--- config.mk ---
export PLATFORM = sky130hd
export DESIGN_NAME = uop_bundle_queue
export DESIGN_NICKNAME = d
export VERILOG_FILES = /design/src/rtl/uop_bundle_queue_pkg.sv /design/src/rtl/uop_bundle_queue_bundle_fifo_ctrl.sv /design/src/rtl/uop_bundle_queue.sv
export SDC_FILE = /design/constraint.sdc
export NUM_CORES = 1
export LEC_CHECK = 0
export ABC_AREA = 1
export ABC_CLOCK_PERIOD_IN_PS = 5500
export BUFFER_PORTS_ARGS = -buffer_cell sky130_fd_sc_hd__buf_2
export CORE_MARGIN = 4
export CORE_UTILIZATION = 45
export DETAILED_ROUTE_END_ITERATION = 6
export HOLD_SLACK_MARGIN = 0.03
export PLACE_DENSITY = 0.66
export SLEW_MARGIN = 10
export SYNTH_ARGS = -nofsm -noshare
export SYNTH_HDL_FRONTEND = slang
export SYNTH_SLANG_ARGS = --single-unit
export TNS_END_PERCENT = 30
--- constraint.sdc ---
create_clock -name clk -period 5.5 [get_ports clk]
set_input_delay 0.275 -clock clk [delete_from_list [all_inputs] [get_ports clk]]
set_output_delay 0.275 -clock clk [all_outputs]
set_load 0.02 [all_outputs]
--- src/rtl/uop_bundle_queue_pkg.sv ---
// Shared uop definitions for the decoder/reservation-station path.
// The station relies on the same NOP encoding for empty slots.
package uop_bundle_queue_pkg;

  localparam int UOP_W = 20;
  localparam int CNT_W = 2;
  localparam int K16_W = 16;

  localparam logic [UOP_W-1:0] NOP = 20'h00F00;

  typedef struct packed {
    logic [UOP_W-1:0] uop_2;
    logic [UOP_W-1:0] uop_1;
    logic [UOP_W-1:0] uop_0;
    logic [CNT_W-1:0] count;
    logic [K16_W-1:0] k16;
  } bundle_t;

  // Slots at or beyond the bundle's uop count are stored as NOP.
  function automatic logic [UOP_W-1:0] mask_slot(input logic [UOP_W-1:0] uop,
                                                  input logic [CNT_W-1:0] slot,
                                                  input logic [CNT_W-1:0] count);
    return (slot < count) ? uop : NOP;
  endfunction

endpackage

--- src/rtl/uop_bundle_queue_bundle_fifo_ctrl.sv ---
// Pointer/level bookkeeping for the bundle queue.
// Full and empty come from the level count, so the pointers are free to wrap.
module bundle_fifo_ctrl #(
  parameter int DEPTH  = 4,
  parameter int ADDR_W = 2
) (
  input  logic              clk,
  input  logic              a_rst,
  input  logic              flush,
  input  logic              push_req,
  input  logic              pop_req,
  output logic              push,
  output logic              pop,
  output logic [ADDR_W-1:0] wr_ptr,
  output logic [ADDR_W-1:0] rd_ptr,
  output logic [ADDR_W:0]   level,
  output logic              empty,
  output logic              full
);

  localparam logic [ADDR_W:0] FULL_LVL = (ADDR_W+1)'(DEPTH);

  assign empty = (level == '0);
  assign full  = (level == FULL_LVL);

  // Flush suppresses both handshakes so nothing is stored or consumed on that edge.
  assign push = push_req & ~full & ~flush;
  assign pop  = pop_req & ~empty & ~flush;

  always_ff @(posedge clk or negedge a_rst) begin
    if (!a_rst) begin
      wr_ptr <= '0;
      rd_ptr <= '0;
      level  <= '0;
    end else if (flush) begin
      wr_ptr <= '0;
      rd_ptr <= '0;
      level  <= '0;
    end else begin
      if (push) wr_ptr <= wr_ptr + 1'b1;
      if (pop)  rd_ptr <= rd_ptr + 1'b1;
      case ({push, pop})
        2'b10:   level <= level + 1'b1;
        2'b01:   level <= level - 1'b1;
        default: level <= level;
      endcase
    end
  end

  a_level_bound: assert property (@(posedge clk) disable iff (!a_rst) level <= FULL_LVL);
  a_no_push_full: assert property (@(posedge clk) disable iff (!a_rst) full |-> !push);

endmodule

--- src/rtl/uop_bundle_queue.sv ---
// Decoupling queue from the decoder to the reservation station's id_* feed.
// The head bundle is driven combinationally so the station can sample it on its feed edge.
module uop_bundle_queue
  import uop_bundle_queue_pkg::*;
#(
  parameter int DEPTH  = 4,
  parameter int ADDR_W = 2
) (
  input  logic              clk,
  input  logic              a_rst,
  input  logic              flush,
  input  logic              dec_valid,
  output logic              dec_ready,
  input  logic [UOP_W-1:0]  dec_uop_0,
  input  logic [UOP_W-1:0]  dec_uop_1,
  input  logic [UOP_W-1:0]  dec_uop_2,
  input  logic [CNT_W-1:0]  dec_uop_count,
  input  logic [K16_W-1:0]  dec_k16,
  input  logic              rs_feed_req,
  output logic [UOP_W-1:0]  id_uop_0,
  output logic [UOP_W-1:0]  id_uop_1,
  output logic [UOP_W-1:0]  id_uop_2,
  output logic [CNT_W-1:0]  id_uop_count,
  output logic [K16_W-1:0]  id_k16,
  output logic [ADDR_W:0]   q_level,
  output logic              q_empty,
  output logic              q_full
);

  logic              push;
  logic              pop;
  logic [ADDR_W-1:0] wr_ptr;
  logic [ADDR_W-1:0] rd_ptr;
  bundle_t           entries [DEPTH];
  bundle_t           wr_bundle;
  bundle_t           head;

  bundle_fifo_ctrl #(
    .DEPTH  (DEPTH),
    .ADDR_W (ADDR_W)
  ) u_ctrl (
    .clk      (clk),
    .a_rst    (a_rst),
    .flush    (flush),
    .push_req (dec_valid & (dec_uop_count != '0)),
    .pop_req  (rs_feed_req),
    .push     (push),
    .pop      (pop),
    .wr_ptr   (wr_ptr),
    .rd_ptr   (rd_ptr),
    .level    (q_level),
    .empty    (q_empty),
    .full     (q_full)
  );

  // A count-0 bundle still completes the handshake; it just never reaches storage.
  assign dec_ready = ~q_full;

  always_comb begin
    wr_bundle.uop_0 = mask_slot(dec_uop_0, CNT_W'(0), dec_uop_count);
    wr_bundle.uop_1 = mask_slot(dec_uop_1, CNT_W'(1), dec_uop_count);
    wr_bundle.uop_2 = mask_slot(dec_uop_2, CNT_W'(2), dec_uop_count);
    wr_bundle.count = dec_uop_count;
    wr_bundle.k16   = dec_k16;
  end

  always_ff @(posedge clk) begin
    if (push) entries[wr_ptr] <= wr_bundle;
  end

  assign head = entries[rd_ptr];

  // Storage is unreset, so the empty case must override whatever the array holds.
  always_comb begin
    id_uop_0     = NOP;
    id_uop_1     = NOP;
    id_uop_2     = NOP;
    id_uop_count = '0;
    id_k16       = '0;
    if (!q_empty) begin
      id_uop_0     = head.uop_0;
      id_uop_1     = head.uop_1;
      id_uop_2     = head.uop_2;
      id_uop_count = head.count;
      id_k16       = head.k16;
    end
  end

  a_head_count: assert property (@(posedge clk) disable iff (!a_rst) !q_empty |-> id_uop_count != '0);

endmodule

======== After elaboration in Yosys (flattened, before gate mapping) ========
Memories as Yosys holds them, arrays and structs flattened.
Cells that the tools add are included.
Widths: inputs -> output; s select.
operators by class
  add/subtract/negate cells ............... 4
  multiply operators ...................... 0
  divide/modulo/power cells ............... 0
  order comparisons ....................... 3
  equality and inequality tests ........... 3
  shift operators ......................... 0
  multiplexer cells ....................... 16
  bitwise gates (word level) .............. 8
  reductions and logical operators ........ 5
operator list
  kind                 count
  $mux 20              6
  $mux 16              1
  $mux 2               5
  $pmux 3 s2           1
  $reduce_bool 2->1    3
  $and 1x1->1          5
  $add 2x1->2 const B  2
  $lt 1x2->1 const A   2
  $add 3x1->3 const B  1
  $eq 3x3->1 const B   1
  $logic_not 3->1      1
  $mux 3               1
  $not 1->1            3
  $reduce_bool 3->1    1
  $sub 3x1->3 const B  1
  $eq 2x1->1 const B   1
  $eq 2x2->1 const B   1
  $lt 2x2->1 const A   1
  $mux 1               2
storage, ports and cells
  bits in registers ....................... 7
  bits in latches ......................... 0
  RAM bits ................................ 312
  bits in read-only memories .............. 0
  output and inout bits ................... 84
  word-level logic and storage cells ...... 43
  memories ................................ 1
memories
  memory   depth  width  read ports  clocked after Yosys merged registers in  write ports  line                    text
  entries  4      78     1           0                                        1            uop_bundle_queue.sv:34  bundle_t entries [DEPTH];

======== Longest topological paths before layout ========
Gate-level depths: netlist of run 1.
  depth after elaboration ................. 7
  mapped depth ............................ 12
  gate-level depth less buffers ........... 12

======== Modules after synthesis ========
Synthesis of run 1 repeated with hierarchy kept, for this count alone.
unflattened totals
  cell total of the unflattened synthesis .. 1377
  area, all modules ....................... 13995.9 um^2
by module, submodules not included
  module            times used  cells an instance  area each (um^2)  seq. area each (um^2)
  uop_bundle_queue  1           1323               13541.7           9369.0
  bundle_fifo_ctrl  1           54                 454.2             175.2

======== Worst setup path after synthesis of run 1 ========
Ideal clock, no wire load.
  path type ............................... flip-flop to flip-flop
  start ................................... register u_ctrl.level[0]
  end ..................................... memory entries[0][0] (netlist bit) (enable)
  data arrival time ....................... 4.304 ns
  path slack .............................. 0.681 ns
  stages on the path, launching flop included .. 5
  period minus slack after synthesis ...... 4.819 ns
  path through ............................ dfrtp_1 nor2_2 nand2_1 nand3_1 nor2_1
on the way
  longest elaborated chain between the ends .. 6
ends and longest elaborated chain
  element                       line                                     text
  from (decl)                   uop_bundle_queue_bundle_fifo_ctrl.sv:16  output logic [ADDR_W:0] level,
  from (signal assigned)        uop_bundle_queue_bundle_fifo_ctrl.sv:43  2'b10: level <= level + 1'b1;
  from (signal assigned)        uop_bundle_queue_bundle_fifo_ctrl.sv:44  2'b01: level <= level - 1'b1;
  from (signal assigned)        uop_bundle_queue_bundle_fifo_ctrl.sv:45  default: level <= level;
  $eq 3x3->1                    uop_bundle_queue_bundle_fifo_ctrl.sv:24  assign full = (level == FULL_LVL);
  $not 1->1                     --
  via dec_ready                 uop_bundle_queue.sv:13                   output logic dec_ready,
  $and 1x1->1 (2 in series)     uop_bundle_queue_bundle_fifo_ctrl.sv:27  assign push = push_req & ~full & ~flush;
  $mux 1                        uop_bundle_queue.sv:68                   if (push) entries[wr_ptr] <= wr_bundle;
  $mux 1 (not written as such)  uop_bundle_queue.sv:68
  to (decl)                     uop_bundle_queue.sv:34
The timed path passes the listed nets, and every way through them passes these cells.

======== Worst setup path after layout of run 1 ========
  start ................................... register u_ctrl.rd_ptr[0]
  end ..................................... output id_k16[12]
on the way
  longest elaborated chain between the ends .. 2
ends and longest elaborated chain
  element                 line                                     text
  from (decl)             uop_bundle_queue_bundle_fifo_ctrl.sv:15  output logic [ADDR_W-1:0] rd_ptr,
  from (signal assigned)  uop_bundle_queue_bundle_fifo_ctrl.sv:41  if (pop) rd_ptr <= rd_ptr + 1'b1;
  $mem_v2 4x78            --
  $mux 16                 uop_bundle_queue.sv:80                   if (!q_empty) begin
  to (decl)               uop_bundle_queue.sv:24                   output logic [K16_W-1:0] id_k16,
Every way passes these cells.

==> flow_metrics.py, run 1 <==
metrics = {
    "cells_and_area": {
        "area_delta_synth_final_pct": 17.77,
        "fin_nets": 1354,
        "multiInputGateArea_mm2": 0.002864,
        "n_antenna_cell": 0,
        "fin_area_mm2": 0.01523,
        "final.fill_count": 2449,
        "drive_gt1_frac": 0.1890,
        "ff_latch_area_mm2": 0.009552,
    },
    "floorplanning": {
        "fp.dieH_um": 177.5,
        "die_x_um": 177.5,
        "core-area_mm2": 0.02809,
        "io-pin-count": 167,
        "rows": 61,
        "fp.dieArea_mm2": 0.03151,
        "start_util": 0.4604,
    },
    "cts": {
        "cts_resized": 0,
        "cts-root-buf": "clkbuf_16",
        "cts_tree": "yes",
        "clk_pin_slew_worst_paths_ns": 0.06,
        "clk_latency_ns": 0.54,
        "h-tree-depth": 1,
        "cts_sinks": 319,
        "cts.path.max_buffers": 3,
        "cts_made_buffers": 31,
    },
    "yosys": {
        "netlist_instances": 1094,
        "yosys_warnings": 0,
        "async_reset_ff_frac": 0.02194,
        "syn_area_per_cell_um2": 11.82,
        "synthXorXnorAreaFrac": 0.0006773,
        "yosysTopAreaCell": "edfxtp_1",
        "synth_cell_types": 24,
        "synth-simple-area-share": 0.1202,
        "synth_top_family_by_area": "simple AND/OR/NAND/NOR gates",
        "synth_ff_type": "edfxtp_1",
        "synthMuxAreaShare": 0,
        "synth.area.top_cells": "edfxtp_1 (72%), nor2_1 (10%), o21ai_0 (5.4%)",
        "synth_area_mm2": 0.01293,
        "synthesis.nets": 1182,
        "synth-adder-area-share": 0.005418,
        "synth_seq_area_share": 0.7381,
        "synth_edf_count": 312,
        "synth_compound_area_frac": 0.09269,
        "ys_seq_elements": 319,
        "yosys-top-cells-count": "nor2_1 (350), edfxtp_1 (312), o21ai_0 (139), a21oi_1 (69), inv_1 (64)",
        "post-synth-top-count-cell": "nor2_1",
        "synth_top_area_frac": 0.7245,
    },
    "min_path": {
        "hold_path_class": "input pin to flop",
        "min_from": "dec_uop_1[6]",
    },
    "sta": {
        "fin_worst_skew_ns": 0.006977,
        "max_freq_mhz": 266.1,
        "finalHoldViolations": 0,
        "tightest_slew_ns": 1.165,
        "setup_viol": 0,
        "rsz0062_at_grt": "no",
        "relSlewSlack": 0.2233,
        "drv_slew": 0,
        "post-route-min-period_ns": 3.758,
        "fin_tns_setup_ns": 0,
        "min_period_over_period": 0.6833,
    },
    "worst_setup_path": {
        "required_ns": 5.22,
        "crit_cells": 5,
        "worst-r2r-cell-count": 6,
        "critPathKind": "flop to primary output",
        "r2r_setup_slack_ns": 2.79,
        "crit_fanout": 100,
        "path_delay_family": "buffers and inverters",
        "timing.critical_path.to": "id_k16[12]",
        "cp_num_buf_inv": 3,
        "startpoint": "u_ctrl.rd_ptr[0]",
        "r2r_end": "entries[1][63]",
        "critPathSlowestCell": "inv_4",
        "cp_slowest_stage_delay_ns": 0.80,
        "startpoint_type": "flop",
        "worstPathCellList": "inv_4 > buf_4 > o21ai_0 > a21oi_1 > buf_2",
        "critPathArrivalTime_ns": 3.48,
        "r2r-start": "u_ctrl.level[0]",
        "critPathCaptureType": "primary output",
    },
    "drt": {
        "wl_per_cell_um": 17.93,
        "ant_nets": 0,
        "first_iter_violations": 762,
        "dr_total_vias": 8489,
        "routed_wl_um": 29830,
        "viasPerCell": 5.102,
        "drtPass1Iterations": 6,
        "drc": 0,
    },
    "pwr": {
        "seqPwrFrac": 0.466,
        "ir_drop_mv": 0.3061,
        "p_leak_nw": 5.783,
        "p_sw_frac": 0.3089,
        "power-per-cell-area_mw_per_mm2": 399.1,
        "p_switching_w": 0.001878,
        "p_int_w": 0.004200,
        "power_frac_comb": 0.221,
        "power_frac_clock": 0.313,
    },
    "global_routing": {
        "overflow": 0,
        "grt_pass1_vias": 8319,
        "grt_start_max_net_pins": 101,
        "grt_usage": 0.1856,
        "antenna_found_initial": 0,
        "grt_pass1_wl_um": 45890,
    },
    "outcome": {
        "status": "completed",
    },
    "placement": {
        "port_buffers": 166,
        "dpl_cell_area_mm2": 0.01409,
        "place_congestion": 0.7571,
        "hpwl_um": 17050,
    },
    "flow_run": {
        "maxCapViolations": 0,
    },
}
==> metal layers <==
layer / part of all wire / global-route usage / wire length [um] / vias to the layer above
li1: - / - / - / 4122
met1: 0.46 / 0.2715 / 13720 / 4084
met2: 0.47 / 0.3005 / 13930 / 247
met3: 0.058 / 0.02727 / 1737 / 36
met4: 0.015 / 0.03674 / 443 / 0
met5: 0 / 0 / 0 / -
==> worst register-to-register path, cell delays in order, from the launching register on <==
cell     delay (ns)
dfrtp_1        0.43
nor2_2         0.08
nand2_1        0.15
nand3_1        0.34
nor2_4         0.16
buf_4          0.48
buf_4          0.69
==> sequential cells by signal, indices dropped and copies added (netlist names) <==
register       flops
u_ctrl.level       3
u_ctrl.rd_ptr      2
u_ctrl.wr_ptr      2
entries          312
==> how the worst min path moves through the flow <==
stage | to | cells after the start
floorplan | u_ctrl.level[0] | 0
global placement | u_ctrl.level[2] | 1
detailed placement | u_ctrl.level[1] | 1
CTS | entries[1][55] | 3
global route | entries[0][27] | 2
finish | entries[3][44] | 3
==> cells in the final DEF (no fill, tap or decap), drive strengths merged, types with 8 or more instances in the layout <==
cell type	netlist	routed
or2	8	8
o21ai	148	148
o311ai	12	12
clkinv	1	17
inv	68	67
buf	30	181
edfxtp	312	312
dlygate4sd3	0	23
nand2	38	38
clkbuf	35	34
nor2	351	351
a21oi	69	69
==> logic make-up (layout without fill, tap and decap cells) <==
logic type,Yosys count,in the layout
buf+inv,134,326
simple gates,405,405
compound gates,230,230
fa+ha+maj,5,5
flops,319,319
xor+xnor,1,1
==> stage by stage <==
stage | std cells | hold WS, ns | util | setup WS, ns | total power, W
2_1_floorplan | 1094 | -0.02059 | - | 0.6806 | 0.003741
3_3_place_gp | 1588 | 0.1227 | 0.5018 | 2.239 | 0.004214
3_5_place_dp | 1588 | 0.1221 | 0.5018 | 2.147 | 0.004227
4_1_cts | 1664 | 0.03296 | 0.5422 | 1.731 | 0.006142
5_1_grt | 1664 | 0.05526 | 0.5422 | 1.549 | 0.006375
6_report | 1664 | 0.05998 | 0.5422 | 1.742 | 0.006078
==> power by group through the flow <==
stage	Combinational [W]	Sequential (W)	Clock [W]
CTS	0.00136	0.00283	0.00195
global route	0.00148	0.00284	0.00206
floorplan	0.000899	0.00284	0
detailed placement	0.00134	0.00288	0
finish	0.00134	0.00283	0.00190
global placement	0.00133	0.00288	0
==> final cells by class <==
cell class,count,area share
clock buffer,34,0.05168
clock inverter,19,0.007723
inverter,69,0.01725
multi-input combinational,641,0.1881
sequential,319,0.6272
tap,378,0.03105
timing repair buffer,204,0.07706
==> timing repair <==
| item | in CTS | in global routing |
|---|---|---|
| hold buffers | 23 | 0 |
| hold endpoints to repair | 90 | 0 |
| endpoints found under the setup margin | 0 | 0 |
| setup buffers | 0 | 0 |
(Power assumes the default switching activity.)
==> inputs of run 2 (changes only) <==
Settings changed: ABC_CLOCK_PERIOD_IN_PS 5500 to 3850.
Clock period 5.5 ns to 3.85 ns, I/O delays scaled along.
==> flow_metrics.py, run 2 (same netlist as run 1, synthesis figures left out) <==
metrics = {
    "cells_and_area": {
        "n_antenna_cell": 0,
        "mostFrequentLayoutCells": "nor2_1 (345), edfxtp_1 (312), buf_2 (166)",
        "area_delta_synth_final_pct": 21.96,
        "largest_register_ffs": 312,
        "mostFrequentLayoutCell": "nor2_1",
        "largest-register": "entries",
        "reg_top3": "entries (312), u_ctrl.level (3)",
        "drive_gt1_frac": 0.1818,
        "fin_nets": 1400,
    },
    "worst_setup_path": {
        "required_ns": 3.66,
        "crit_fanout": 50,
        "critPathCaptureType": "primary output",
        "critPathKind": "flop to primary output",
        "critPathArrivalTime_ns": 2.76,
        "startpoint_type": "flop",
    },
    "floorplanning": {
        "start_util": 0.4604,
        "fp.dieArea_mm2": 0.03151,
        "rows": 61,
        "core-area_mm2": 0.02809,
        "die_x_um": 177.5,
        "io-pin-count": 167,
        "fp.dieH_um": 177.5,
    },
    "cts": {
        "clk_pin_slew_worst_paths_ns": 0.06,
        "cts.path.max_buffers": 3,
        "clk_latency_ns": 0.55,
        "h-tree-depth": 1,
        "cts_tree": "yes",
        "cts_made_buffers": 31,
        "cts-root-buf": "clkbuf_16",
        "cts_setup_buffers": 0,
        "cts_sinks": 319,
    },
    "drt": {
        "ant_nets": 0,
        "wl_per_cell_um": 17.28,
        "first_iter_violations": 759,
        "drc": 0,
        "dr_total_vias": 8744,
        "routed_wl_um": 29640,
        "viasPerCell": 5.099,
        "drtPass1Iterations": 5,
    },
    "pwr": {
        "ir_drop_mv": 0.3455,
        "power_frac_clock": 0.315,
        "power_frac_comb": 0.230,
        "p_leak_nw": 5.990,
        "p_int_w": 0.006080,
        "p_switching_w": 0.002702,
        "power_w": 0.008782,
        "p_sw_frac": 0.3077,
        "power-per-cell-area_mw_per_mm2": 556.9,
        "seqPwrFrac": 0.455,
    },
    "placement": {
        "port_buffers": 166,
        "hpwl_um": 16790,
        "place_congestion": 0.8153,
    },
    "sta": {
        "hold_ws_ns": 0.04178,
        "post-route-min-period_ns": 2.952,
        "min_period_over_period": 0.7669,
        "fin_worst_skew_ns": 0.01996,
        "max_freq_mhz": 338.7,
        "relSlewSlack": 0.4260,
        "setup_viol": 0,
        "drv_slew": 0,
        "rsz0062_at_grt": "no",
        "tightest_slew_ns": 0.8589,
        "finalHoldViolations": 0,
    },
    "flow_run": {
        "maxCapViolations": 0,
    },
    "global_routing": {
        "grt_start_max_net_pins": 79,
        "grt_pass1_vias": 8475,
        "antenna_found_initial": 0,
        "grt_pass1_wl_um": 45820,
        "grt_usage": 0.1838,
        "overflow": 0,
    },
    "outcome": {
        "status": "completed",
    },
    "min_path": {
        "hold_path_class": "input pin to flop",
    },
}
==> run 2: final cells by class <==
cell class	instances	area, um^2
clock buffer	43	820.8
clock inverter	15	107.6
fill	2410	12320
inverter	69	262.8
multi-input combinational	641	2864
sequential	319	9552
tap	378	473.0
timing repair buffer	250	1692
==> run 2: repair_timing <==
item | in CTS | in global routing
resized for setup | 0 | 0
hold buffers | 67 | 0
hold endpoints to repair | 256 | 0
==> run 2: final timing paths <==
path                                       start                to  slack, ns  depth (start not counted)
worst max-delay path            u_ctrl.rd_ptr[0]      id_uop_2[19]       0.90                          5
worst min-delay path                dec_uop_0[5]    entries[3][23]       0.04                          3
worst max register to register   u_ctrl.level[0]     entries[3][9]       1.77                          5
worst min register to register   u_ctrl.level[1]   u_ctrl.level[1]       0.57                          2
max in group asynchronous                  a_rst  u_ctrl.rd_ptr[0]       2.95                          3
min in group asynchronous                  a_rst   u_ctrl.level[2]       0.61                          3
==> run 2: metal layers <==
layer	track usage	vias to the layer above	wire [um]
met3	0.02599	39	2166
met1	0.2592	4168	12710
met4	0.03771	0	568
li1	-	4214	-
met5	0	-	0
met2	0.3081	323	14190
==> run 2: power groups by stage <==
| stage | Sequential (W) | Clock, W | Combinational (W) |
|---|---|---|---|
| floorplan | 0.00406 | 0 | 0.00128 |
| global placement | 0.00406 | 0 | 0.00197 |
| detailed placement | 0.00407 | 0 | 0.00199 |
| CTS | 0.00400 | 0.00282 | 0.00205 |
| global route | 0.00400 | 0.00296 | 0.00222 |
| finish | 0.00399 | 0.00277 | 0.00202 |
==> run 2: metrics by stage <==
step                      utilization  std cells  TNS, ns  setup slack (ns)  area (um^2)
after floorplan                     -       1094  -302.47           -0.9694        12930
after global placement         0.5046       1590        0             1.356        14170
after detailed placement       0.5046       1590        0             1.246        14170
after CTS                      0.5615       1715        0            0.8922        15770
after global routing           0.5615       1715        0            0.7018        15770
final                          0.5615       1715        0            0.8976        15770
==> run 2: critical path, cell delays in order (launching register included) <==
cell,delay (ns)
dfrtp_4,0.60
inv_4,0.43
buf_4,0.50
o21ai_0,0.16
a21oi_1,0.28
buf_2,0.22
